File: config.mk
export PLATFORM = sky130hd
export DESIGN_NAME = sum_pipe_collect
export DESIGN_NICKNAME = d
export VERILOG_FILES = /design/src/rtl/sum_pipe_collect.sv
export SDC_FILE = /design/constraint.sdc
export NUM_CORES = 1
export LEC_CHECK = 0
export BUFFER_PORTS_ARGS = -buffer_cell sky130_fd_sc_hd__buf_2
export CAP_MARGIN = 25
export CELL_PAD_IN_SITES_DETAIL_PLACEMENT = 1
export CELL_PAD_IN_SITES_GLOBAL_PLACEMENT = 1
export CORE_MARGIN = 10
export CORE_UTILIZATION = 33
export CTS_BUF_LIST = sky130_fd_sc_hd__clkbuf_8 sky130_fd_sc_hd__clkbuf_16
export CTS_CLUSTER_DIAMETER = 30
export CTS_CLUSTER_SIZE = 40
export DETAILED_ROUTE_END_ITERATION = 10
export PLACE_DENSITY = 0.64
export SYNTH_ARGS = -nofsm -noshare
export SYNTH_HDL_FRONTEND = slang
export SYNTH_SLANG_ARGS = --single-unit
File: constraint.sdc
create_clock -name clk -period 4.2 [get_ports clk]
set_input_delay 0.84 -clock clk [delete_from_list [all_inputs] [get_ports clk]]
set_output_delay 0.84 -clock clk [all_outputs]
set_load 0.005 [all_outputs]
File: src/rtl/sum_pipe_collect.sv
// sum_pipe_collect
//   Collection stage behind the pipelined 4-bit adder. Qualified (idx, sum)
//   results are captured into a small first-word-fall-through FIFO. The FIFO
//   head is presented to the consumer with a valid/ready handshake. The block
//   also keeps a wrapping running total of accepted sums and checks that
//   result indices arrive in consecutive order. The adder cannot be stalled,
//   so any result arriving while the FIFO is full and not draining is dropped
//   and flagged.
//
// Parameters
//   DEPTH  FIFO entries (power of two, >= 2)
//   ACC_W  running-total width
//
// Ports
//   clk         rising-edge clock
//   reset       asynchronous active-high reset
//   valid_in    idx_in/sum_in qualifier
//   idx_in      result index from the adder
//   sum_in      4-bit sum from the adder
//   clear_acc   synchronous clear of the running total
//   out_ready   consumer accepts the head entry
//   out_valid   head entry present
//   idx_out     head index (0 when empty)
//   sum_out     head sum (0 when empty)
//   fifo_count  occupied entries, 0..DEPTH
//   full        fifo_count == DEPTH
//   empty       fifo_count == 0
//   acc_total   running total of accepted sums, wraps modulo 2^ACC_W
//   overflow    sticky: an input was dropped
//   seq_error   sticky: an out-of-order index was seen
module sum_pipe_collect #(
   parameter int unsigned DEPTH = 4,
   parameter int unsigned ACC_W = 8
) (
   input  logic                     clk,
   input  logic                     reset,
   input  logic                     valid_in,
   input  logic [3:0]               idx_in,
   input  logic [3:0]               sum_in,
   input  logic                     clear_acc,
   input  logic                     out_ready,
   output logic                     out_valid,
   output logic [3:0]               idx_out,
   output logic [3:0]               sum_out,
   output logic [$clog2(DEPTH):0]   fifo_count,
   output logic                     full,
   output logic                     empty,
   output logic [ACC_W-1:0]         acc_total,
   output logic                     overflow,
   output logic                     seq_error
);

   localparam int unsigned PW = $clog2(DEPTH);
   localparam int unsigned CW = PW + 1;

   logic [7:0]    mem [DEPTH];
   logic [PW-1:0] wr_ptr;
   logic [PW-1:0] rd_ptr;
   logic [CW-1:0] count;
   logic [3:0]    exp_idx;
   logic [7:0]    head;
   logic          pop;
   logic          push;

   assign empty      = (count == '0);
   assign full       = (count == CW'(DEPTH));
   assign out_valid  = !empty;
   assign fifo_count = count;

   // A full FIFO still accepts a push when the head leaves in the same cycle.
   always_comb begin
      pop  = out_valid && out_ready;
      push = valid_in && (!full || pop);
   end

   always_comb begin
      head    = mem[rd_ptr];
      idx_out = out_valid ? head[7:4] : '0;
      sum_out = out_valid ? head[3:0] : '0;
   end

   // FIFO storage, pointers and occupancy
   always_ff @(posedge clk or posedge reset) begin
      if (reset) begin
         for (int unsigned i = 0; i < DEPTH; i++) begin
            mem[i] <= '0;
         end
         wr_ptr <= '0;
         rd_ptr <= '0;
         count  <= '0;
      end else begin
         if (push) begin
            mem[wr_ptr] <= {idx_in, sum_in};
            wr_ptr      <= wr_ptr + PW'(1);
         end
         if (pop) begin
            rd_ptr <= rd_ptr + PW'(1);
         end
         case ({push, pop})
            2'b10:   count <= count + CW'(1);
            2'b01:   count <= count - CW'(1);
            default: count <= count;
         endcase
      end
   end

   // Running total, sticky flags and index sequence tracking
   always_ff @(posedge clk or posedge reset) begin
      if (reset) begin
         acc_total <= '0;
         overflow  <= 1'b0;
         seq_error <= 1'b0;
         exp_idx   <= '0;
      end else begin
         if (clear_acc) begin
            acc_total <= push ? ACC_W'(sum_in) : '0;
         end else if (push) begin
            acc_total <= acc_total + ACC_W'(sum_in);
         end

         // valid_in without push is exactly the full-and-not-draining drop
         if (valid_in && !push) begin
            overflow <= 1'b1;
         end

         // dropped inputs still take part in the order check
         if (valid_in) begin
            if (idx_in != exp_idx) begin
               seq_error <= 1'b1;
            end
            exp_idx <= idx_in + 4'd1;
         end
      end
   end

endmodule

# After elaboration in Yosys (flattened, before gate mapping)
# Cells that the tools add are included.
# word_totals
regBits,53
latch_bits,0
ram_bits,0
mem_bits_ro,0
elab_cells,50
memories,0
# op_classes
n_addsub,6
n_mul,0
div,0
order_cmp,3
eq_ne,4
n_shift,0
muxes,12
bitwise_logic,2
reduce_logical,12
# ops
operator,n
$mux 8,5
$bwmux 32,1
$bmux 8 s2,1
$demux 8 s2,1
$mux 4,3
$add 8x4->8,1
$ge 3x3->1 const B,2
$not 2->3,2
$pmux 3 s2,1
$add 2x1->2 const B,2
$add 4x1->4 const B,1
$logic_and 1x1->1,4
$ne 4x4->1,1
$reduce_bool 2->1,2
$add 3x1->3 const B,1
$eq 3x3->1 const B,1
$logic_not 1->1,3
$logic_not 3->1,1
$lt 3x1->1 const B,1
$sub 3x1->3 const B,1
$eq 2x1->1 const B,1
$eq 2x2->1 const B,1
$reduce_and 2->1,1
$logic_or 1x1->1,1

# Longest topological paths before layout
# Gate-level depths: netlist of run 1.
# logic_depth
word_depth,7
mapped_depth,10
ltp_nobuf,9

# Worst setup path before layout of run 1
# No wires, ideal clock.
# synth_path
kind,in2reg
startpoint,in out_ready
endpoint,reg count[2] (netlist: fifo_count[2])
setup_ns,0.079
t_arrival_ns,2.626
required_time_ns,4.121
path_slack_ns,1.495
cell_stages,10
n_path_buf,1
cell_sequence,or4b_4 > and2_4 > buf_6 > inv_6 > ha_1 > inv_1 > fa_1 > xor2_1 > nor2_1 > xor2_1
# synth_via
elab_chain_len,5
word_cells_on_any_way,7
classes_between,eq/ne (2); mux (1); reduce/logical (4)
# synth_lines
element,line,source
from (decl),41,"input logic out_ready,"
$logic_and 1x1->1 *,72,pop = out_valid && out_ready;
$logic_or 1x1->1,73,push = valid_in && (!full || pop);
$logic_and 1x1->1,73,
$eq 2x1->1 or $eq 2x2->1 (tied branches),99,"case ({push, pop})"
$pmux 3 s2 or $reduce_bool 2->1 (tied branches),-,
to (signal assigned),100,2'b10: count <= count + CW'(1);
to (signal assigned),101,2'b01: count <= count - CW'(1);
to (signal assigned),102,default: count <= count;
to (decl),59,logic [CW-1:0] count;
# Every way passes the cells marked *; elsewhere a longest branch is shown, timed or not.
# A chain may end at the register's enable or synchronous reset.

# Worst setup path in the final report of run 1
# layout_path
startpoint,reg rd_ptr[0]
endpoint,out sum_out[1]
# layout_via
elab_chain_len,5
# layout_lines
element,line,source
from (decl),58,logic [PW-1:0] rd_ptr;
from (signal assigned),97,rd_ptr <= rd_ptr + PW'(1);
$not 2->3 (implied by the code),77,head = mem[rd_ptr];
$bmux 8 s2,77,
$mux 8 (implied by the code) (2 in a row),77,
$mux 4,79,sum_out = out_valid ? head[3:0] : '0;
to (decl),44,"output logic [3:0] sum_out,"
# Every way passes these cells. The select of a mux whose other input is x is not followed.

==> results of run 1 <==
synth_stat cells, types with 2 or more instances:
master | instances | area, sq um
fa_1 | 2 | 40.0
mux2_2 | 35 | 394
buf_2 | 2 | 10.0
o211ai_1 | 2 | 15.0
xnor2_1 | 9 | 78.8
nand2_2 | 4 | 25.0
a211oi_1 | 2 | 15.0
mux2_1 | 2 | 22.5
and2_1 | 9 | 56.3
and3_1 | 2 | 12.5
nor2_1 | 8 | 30.0
nor2b_1 | 5 | 31.3
nand3_1 | 7 | 35.0
dfrtp_1 | 53 | 1330
mux4_2 | 8 | 180
ha_1 | 10 | 125
mux2i_1 | 3 | 30.0
xor2_1 | 4 | 35.0
clkbuf_1 | 4 | 15.0
inv_1 | 13 | 48.8
o21ai_0 | 8 | 40.0
nand2_1 | 4 | 15.0
a21oi_1 | 3 | 15.0
layer usage:
metal,global-route usage (%),wire [um]
met5,0,0
met1,12.3,2850
met2,16.7,2890
met3,3.03,307
met4,3.89,93
flip-flops by register name (all words and copies together) (netlist names):
name / count
seq_error: 1
overflow: 1
wr_ptr: 2
acc_total: 8
exp_idx: 4
mem: 32
rd_ptr: 2
fifo_count: 3
power by group through the flow:
| stage | logic (uW) | registers, uW | clock network (uW) |
|---|---|---|---|
| 2_1_floorplan | 658 | 819 | 0 |
| 3_3_place_gp | 839 | 896 | 0 |
| 3_5_place_dp | 869 | 910 | 0 |
| 4_1_cts | 872 | 898 | 370 |
| 5_1_grt | 957 | 923 | 388 |
| 6_report | 844 | 890 | 357 |
cell type report:
type                       count  share of cell area [%]
sequential                    53                    43.1
multi-input combinational    136                    41.2
timing repair buffer          37                    6.10
tap                          102                    4.14
clock buffer                   5                    2.23
inverter                      14                    1.87
clock inverter                 3                    1.38
path summary, 6_finish.rpt:
kind                                           start                        end  slack, ns  cells after the start
max in group asynchronous                      reset        mem[11]$_DFFE_PP0P_       2.78                      3
max                            rd_ptr[0]$_DFFE_PP0P_                 sum_out[1]       1.39                      3
min in group asynchronous                      reset        mem[31]$_DFFE_PP0P_       0.66                      2
min reg2reg                    seq_error$_DFFE_PP0P_      seq_error$_DFFE_PP0P_       0.46                      1
min                            seq_error$_DFFE_PP0P_      seq_error$_DFFE_PP0P_       0.46                      1
max reg2reg                fifo_count[0]$_DFFE_PP0P_  fifo_count[2]$_DFFE_PP0P_       1.74                      9
critical path, delay by kind of cell (launching register included):
family,cells,cell delay (ns)
flip-flops,1,0.76
AND/OR/NAND/NOR,1,0.19
buffers and inverters,1,0.13
multiplexers,1,0.58
through the flow:
stage / hold slack [ns] / util (%)
finish: 0.462 / 39.2
CTS: 0.473 / 39.2
global placement: 0.435 / 37.8
floorplan: 0.451 / -
global route: 0.510 / 39.2
detailed placement: 0.451 / 37.8
cell usage in the layout (no fill, tap or decap), types with 2 or more instances in the layout:
master | synthesis | final
mux4_2 | 8 | 8
inv_1 | 13 | 13
nor2_1 | 8 | 8
dfrtp_1 | 53 | 53
o211ai_1 | 2 | 2
a21oi_1 | 3 | 3
and2_1 | 9 | 9
xnor2_1 | 9 | 9
mux2i_1 | 3 | 3
clkbuf_8 | 1 | 5
and3_1 | 2 | 2
a211oi_1 | 2 | 2
o21ai_0 | 8 | 8
mux2_1 | 2 | 2
nand3_1 | 7 | 7
xor2_1 | 4 | 4
mux2_2 | 35 | 35
nor2b_1 | 5 | 5
buf_2 | 2 | 36
nand2_2 | 4 | 4
ha_1 | 10 | 10
nand2_1 | 4 | 4
fa_1 | 2 | 2
cell families after synthesis:
group	Yosys count	share of synthesized area, %
mux	48	23.2
simple gates	46	9.72
fa+ha+maj	12	6.11
compound gates	17	3.70
flops	53	49.1
buf+inv	22	3.98
xor+xnor	13	4.21
==> run metrics, run 1 <==
Slew Limit Headroom=approximately 47%; Setup Buffers After CTS=0; Worst Skew=about 0.0096 ns; worst-path cell chain=mux4_2 -> and2_1 -> buf_2; RSZ-0062 raised after global routing=no; Die Ht=110 um; via count=between 1500 and 2000; Resize count post-CTS=0; worst-skew pair later-pin latency=0.32 ns; chip width=110 um; Logic pwr share=40.4%; Syn Area/Cell=roughly 13 sq um; sw frac=32.8%; fin crit share=around two thirds; WL per Instance=~18 um; count of input and output buffers=36; CP max FO=10; synthesized net count=between 200 and 250; Crit path required time=~3.4 ns; Initial Utilization=between 30% and 40%; WL final=approximately 6100 um; Detailed Route Iter0 Violations=27; Sum Neg Setup Slack=0 ns; initial antenna violation count=0; post-route minimum period=about 2.8 ns; critical path type=register to output port; die area=around 12000 sq um; Final Cell Area=roughly 3100 sq um; footprint of the multi-input gates=1270 sq um; fmax=356 MHz; number of global-route vias before repair=slightly below 2000; CTS Sinks=53; Worst-path clk slew=around 0.10 ns; max cap viols=0; FFs w/ async S/R, synth=100%; dpl cells=between 300 and 400; post-DR vias/cell=4.96; routability cong.=0.728; Worst VDD drop=205 uV; Most used DFF post-synth=dfrtp_1; clock root cell=clkbuf_8; DRT Pass-1 Iters=2; register share of total power=between 40% and 50%; share of layout cells above drive strength 1=between 30% and 40%; post-synthesis register bit count=53; Final Max Slew Viols=0; Area after DPL=about 3000 sq um; Power Dens Cells=around 680 nW/um^2; CTS Buf Count=5; Nets=about 270; largest net degree at the start of global routing=37; crit path launch type=register; Filler cells=between 800 and 900; number of synthesized flops with an enable pin=0; std cell rows=32; CP max stage delay=0.76 ns; H-Tree Depth=2; Internal=1410 uW; Non-Filler Instances=350; clock power share=between 10% and 20%; Cell Area, Synth=roughly 2700 sq um; detailed-route DRC error count=0; PnR worst setup slack=1.39 ns; synth unique cells=35; min-delay worst type=register to register; Sw Pwr=685 uW; Crit. End Element=output port; Syn-to-layout area delta=13.9%; Final setup viols=0; Mapped Cells=211; Seq/Total Area, Yosys=49.1%; I/O pin total=37; Lkg Pwr=between 0.001 and 0.0015 uW; total power=around 2100 uW; DP Wirelength=between 4000 and 5000 um; GRT Total Usage=between 10% and 20%; synthesis warning total=0; pre-CTS setup slack=approximately 1.3 ns; Worst EP arrival=slightly below 2 ns; first-pass GRT wire length=between 10000 and 15000 um; FF+latch area=1330 sq um; CTS tree=done; CP max-delay cell=dfrtp_1; Worst Max-Slew Pin Slew=0.788 ns; Ant. Diodes=0; CTS max path bufs=2; core area=between 7000 and 8000 sq um; final-report hold violation count=0; GR Overflow Total=0; status=finished, final reports clean; ANT nets after route=0; hold_buf cts=0
(Power assumes the default switching activity.)
==> run 2: changes to the inputs <==
--- a/config.mk
+++ b/config.mk
@@ -15,7 +15,7 @@
 export CTS_CLUSTER_DIAMETER = 30
 export CTS_CLUSTER_SIZE = 40
 export DETAILED_ROUTE_END_ITERATION = 10
-export PLACE_DENSITY = 0.64
+export PLACE_DENSITY = 0.66
 export SYNTH_ARGS = -nofsm -noshare
 export SYNTH_HDL_FRONTEND = slang
 export SYNTH_SLANG_ARGS = --single-unit
==> constraint.sdc (replaced) <==
create_clock -name clk -period 2.31 [get_ports clk]
set_input_delay 0.462 -clock clk [delete_from_list [all_inputs] [get_ports clk]]
set_output_delay 0.462 -clock clk [all_outputs]
set_load 0.005 [all_outputs]
==> run 2 against run 1 <==
  * Setup slack got worse by 1.3 ns
  * Via count decreased by 0.29%
  * Sequential share of layout area decreased by 0.60 points
  * Hold slack got worse by 0.15 ns
  * Design area increased by 1.4%
  * Global-route usage decreased by 0.46 points
  * Non-clock buffer count increased by 7
  * Final cell count increased by 2.0%
==> run metrics, run 2 (synthesis results as in run 1) <==
status=finished, final reports clean (unchanged); Filler cells=882 (was 856); I/O pin total=37 (unchanged); FF-to-FF path depth=9 (unchanged); GR Overflow Total=0 (unchanged); largest net degree at the start of global routing=54 (was 37); WL per Instance=16.3 um (was 17.5 um); critical path type=register to output port (unchanged); Sum Neg Setup Slack=0 ns (unchanged); max reg flops=32 (unchanged); CTS Sinks=53 (unchanged); clock root cell=clkbuf_8 (unchanged); Final Cell Area=3120 sq um (was 3080 sq um); Final setup viols=0 (unchanged); min-delay worst type=input port to async pin (was register to register); chip width=110 um (unchanged); routability cong.=0.732 (was 0.728); first-pass GRT wire length=9990 um (was 10200 um); CTS tree=done (unchanged); Resize count post-CTS=0 (unchanged); die area=12200 sq um (unchanged); CTS max path bufs=2 (unchanged); Setup Buffers After CTS=0 (unchanged); pre-CTS setup slack=-0.0336 ns (was 1.28 ns); ANT nets after route=0 (unchanged); post-route minimum period=2.18 ns; Lkg Pwr=0.00141 uW (was 0.00140 uW); Slew Limit Headroom=53.0% (was 47.4%); Detailed Route Iter0 Violations=24 (was 27); crit path launch type=register (unchanged); WL final=5810 um (was 6140 um); fin crit share=94.5%; count of input and output buffers=36 (unchanged); GRT Total Usage=9.75% (was 10.2%); Initial Utilization=34.4% (unchanged); Worst-path clk slew=0.10 ns (about the same); via count=1730 (was 1735); std cell rows=32 (unchanged); initial antenna violation count=0 (unchanged); final-report hold violation count=0 (unchanged); Final Max Slew Viols=0 (unchanged); DRT Pass-1 Iters=4 (was 2); CTS Buf Count=5 (unchanged); Crit. End Element=output port (unchanged); fmax=458 MHz; post-route core utilization=39.8% (was 39.2%); hold_buf cts=0 (unchanged); Area after DPL=3040 sq um (was 2970 sq um); Worst EP arrival=1.72 ns (was 1.97 ns); Worst Max-Slew Pin Slew=0.705 ns (was 0.788 ns); Worst VDD drop=355 uV (was 205 uV); total power=3750 uW (was 2090 uW); max cap viols=0 (unchanged); detailed-route DRC error count=0 (unchanged); PnR worst setup slack=0.127 ns (was 1.39 ns); share of layout cells above drive strength 1=41.2% (was 38.7%); DP Wirelength=4220 um (was 4470 um); post-DR vias/cell=4.85 (was 4.96); Top reg by flops=mem (unchanged); CP max FO=10 (unchanged); Die Ht=110 um (unchanged); H-Tree Depth=2 (unchanged); Nets=279 (was 272); Worst Skew=0.00554 ns (was 0.00956 ns); core area=7850 sq um (unchanged); RSZ-0062 raised after global routing=no (unchanged); Syn-to-layout area delta=15.6% (was 13.9%); number of global-route vias before repair=1864 (was 1985); commonest non-fill, non-tap cell in the layout=dfrtp_1 (unchanged); leading cell types in the layout, fill and taps excluded=dfrtp_1 (53), buf_2 (36), mux2_2 (35) (unchanged); Ant. Diodes=0 (unchanged); worst-skew pair later-pin latency=0.31 ns (was 0.32 ns); Top Registers=mem (32), acc_total (8), exp_idx (4) (unchanged); Crit path required time=1.85 ns (was 3.36 ns); Power Dens Cells=1200 nW/um^2 (was 679 nW/um^2)
[run 2: cell types whose count changed in the layout (fill, tap and decap cells not counted), sizes merged]
cell and change:
clkinv -1, clkinvlp +2, buf +7, bufinv -1
[run 2: routing by layer]
| metal | GRT usage [%] | part of all wire, % | up-vias |
|---|---|---|---|
| met3 | 3.84 | 6.3 | 5 |
| met4 | 2.25 | 0.76 | 0 |
| met2 | 14.9 | 46 | 34 |
| met1 | 12.6 | 47 | 872 |
| met5 | 0 | 0 | - |
| li1 | - | - | 819 |
[run 2: critical path, cell delays in order (launching register included)]
cell and delay, ns:
dfrtp_1 0.34, buf_4 0.23, mux4_2 0.55, and2_1 0.17, buf_2 0.12
[run 2: report_power, final]
part	total, uW	internal, uW	switching [uW]
logic	1650	977	677
registers	1560	1320	243
clock network	534	210	324
total	3750	2500	1240
[run 2: worst paths after layout]
kind                                            from                        end  slack, ns
max                            rd_ptr[0]$_DFFE_PP0P_                 sum_out[1]       0.13
min                                            reset        mem[31]$_DFFE_PP0P_       0.32
max reg2reg                fifo_count[1]$_DFFE_PP0P_  fifo_count[2]$_DFFE_PP0P_       0.15
min reg2reg                    seq_error$_DFFE_PP0P_      seq_error$_DFFE_PP0P_       0.46
max in group asynchronous                      reset        mem[22]$_DFFE_PP0P_       1.51
min in group clk                            valid_in     exp_idx[3]$_DFFE_PP0P_       0.45
[run 2: metrics by stage]
step | hold WS [ns] | cells
global placement | 0.434 | 349
CTS | 0.356 | 357
global route | 0.386 | 357
floorplan | 0.451 | 211
finish | 0.316 | 357
detailed placement | 0.443 | 349
[run 2: final cells by class]
class	count	area, sq um	area share, %
flip-flops and latches	53	1330	42.5
clock buffers	5	68.8	2.20
clock inverters	3	18.8	0.601
well taps	102	128	4.09
multi-input cells	136	1280	41.1
repair buffers	44	240	7.69
inverters	14	57.6	1.84
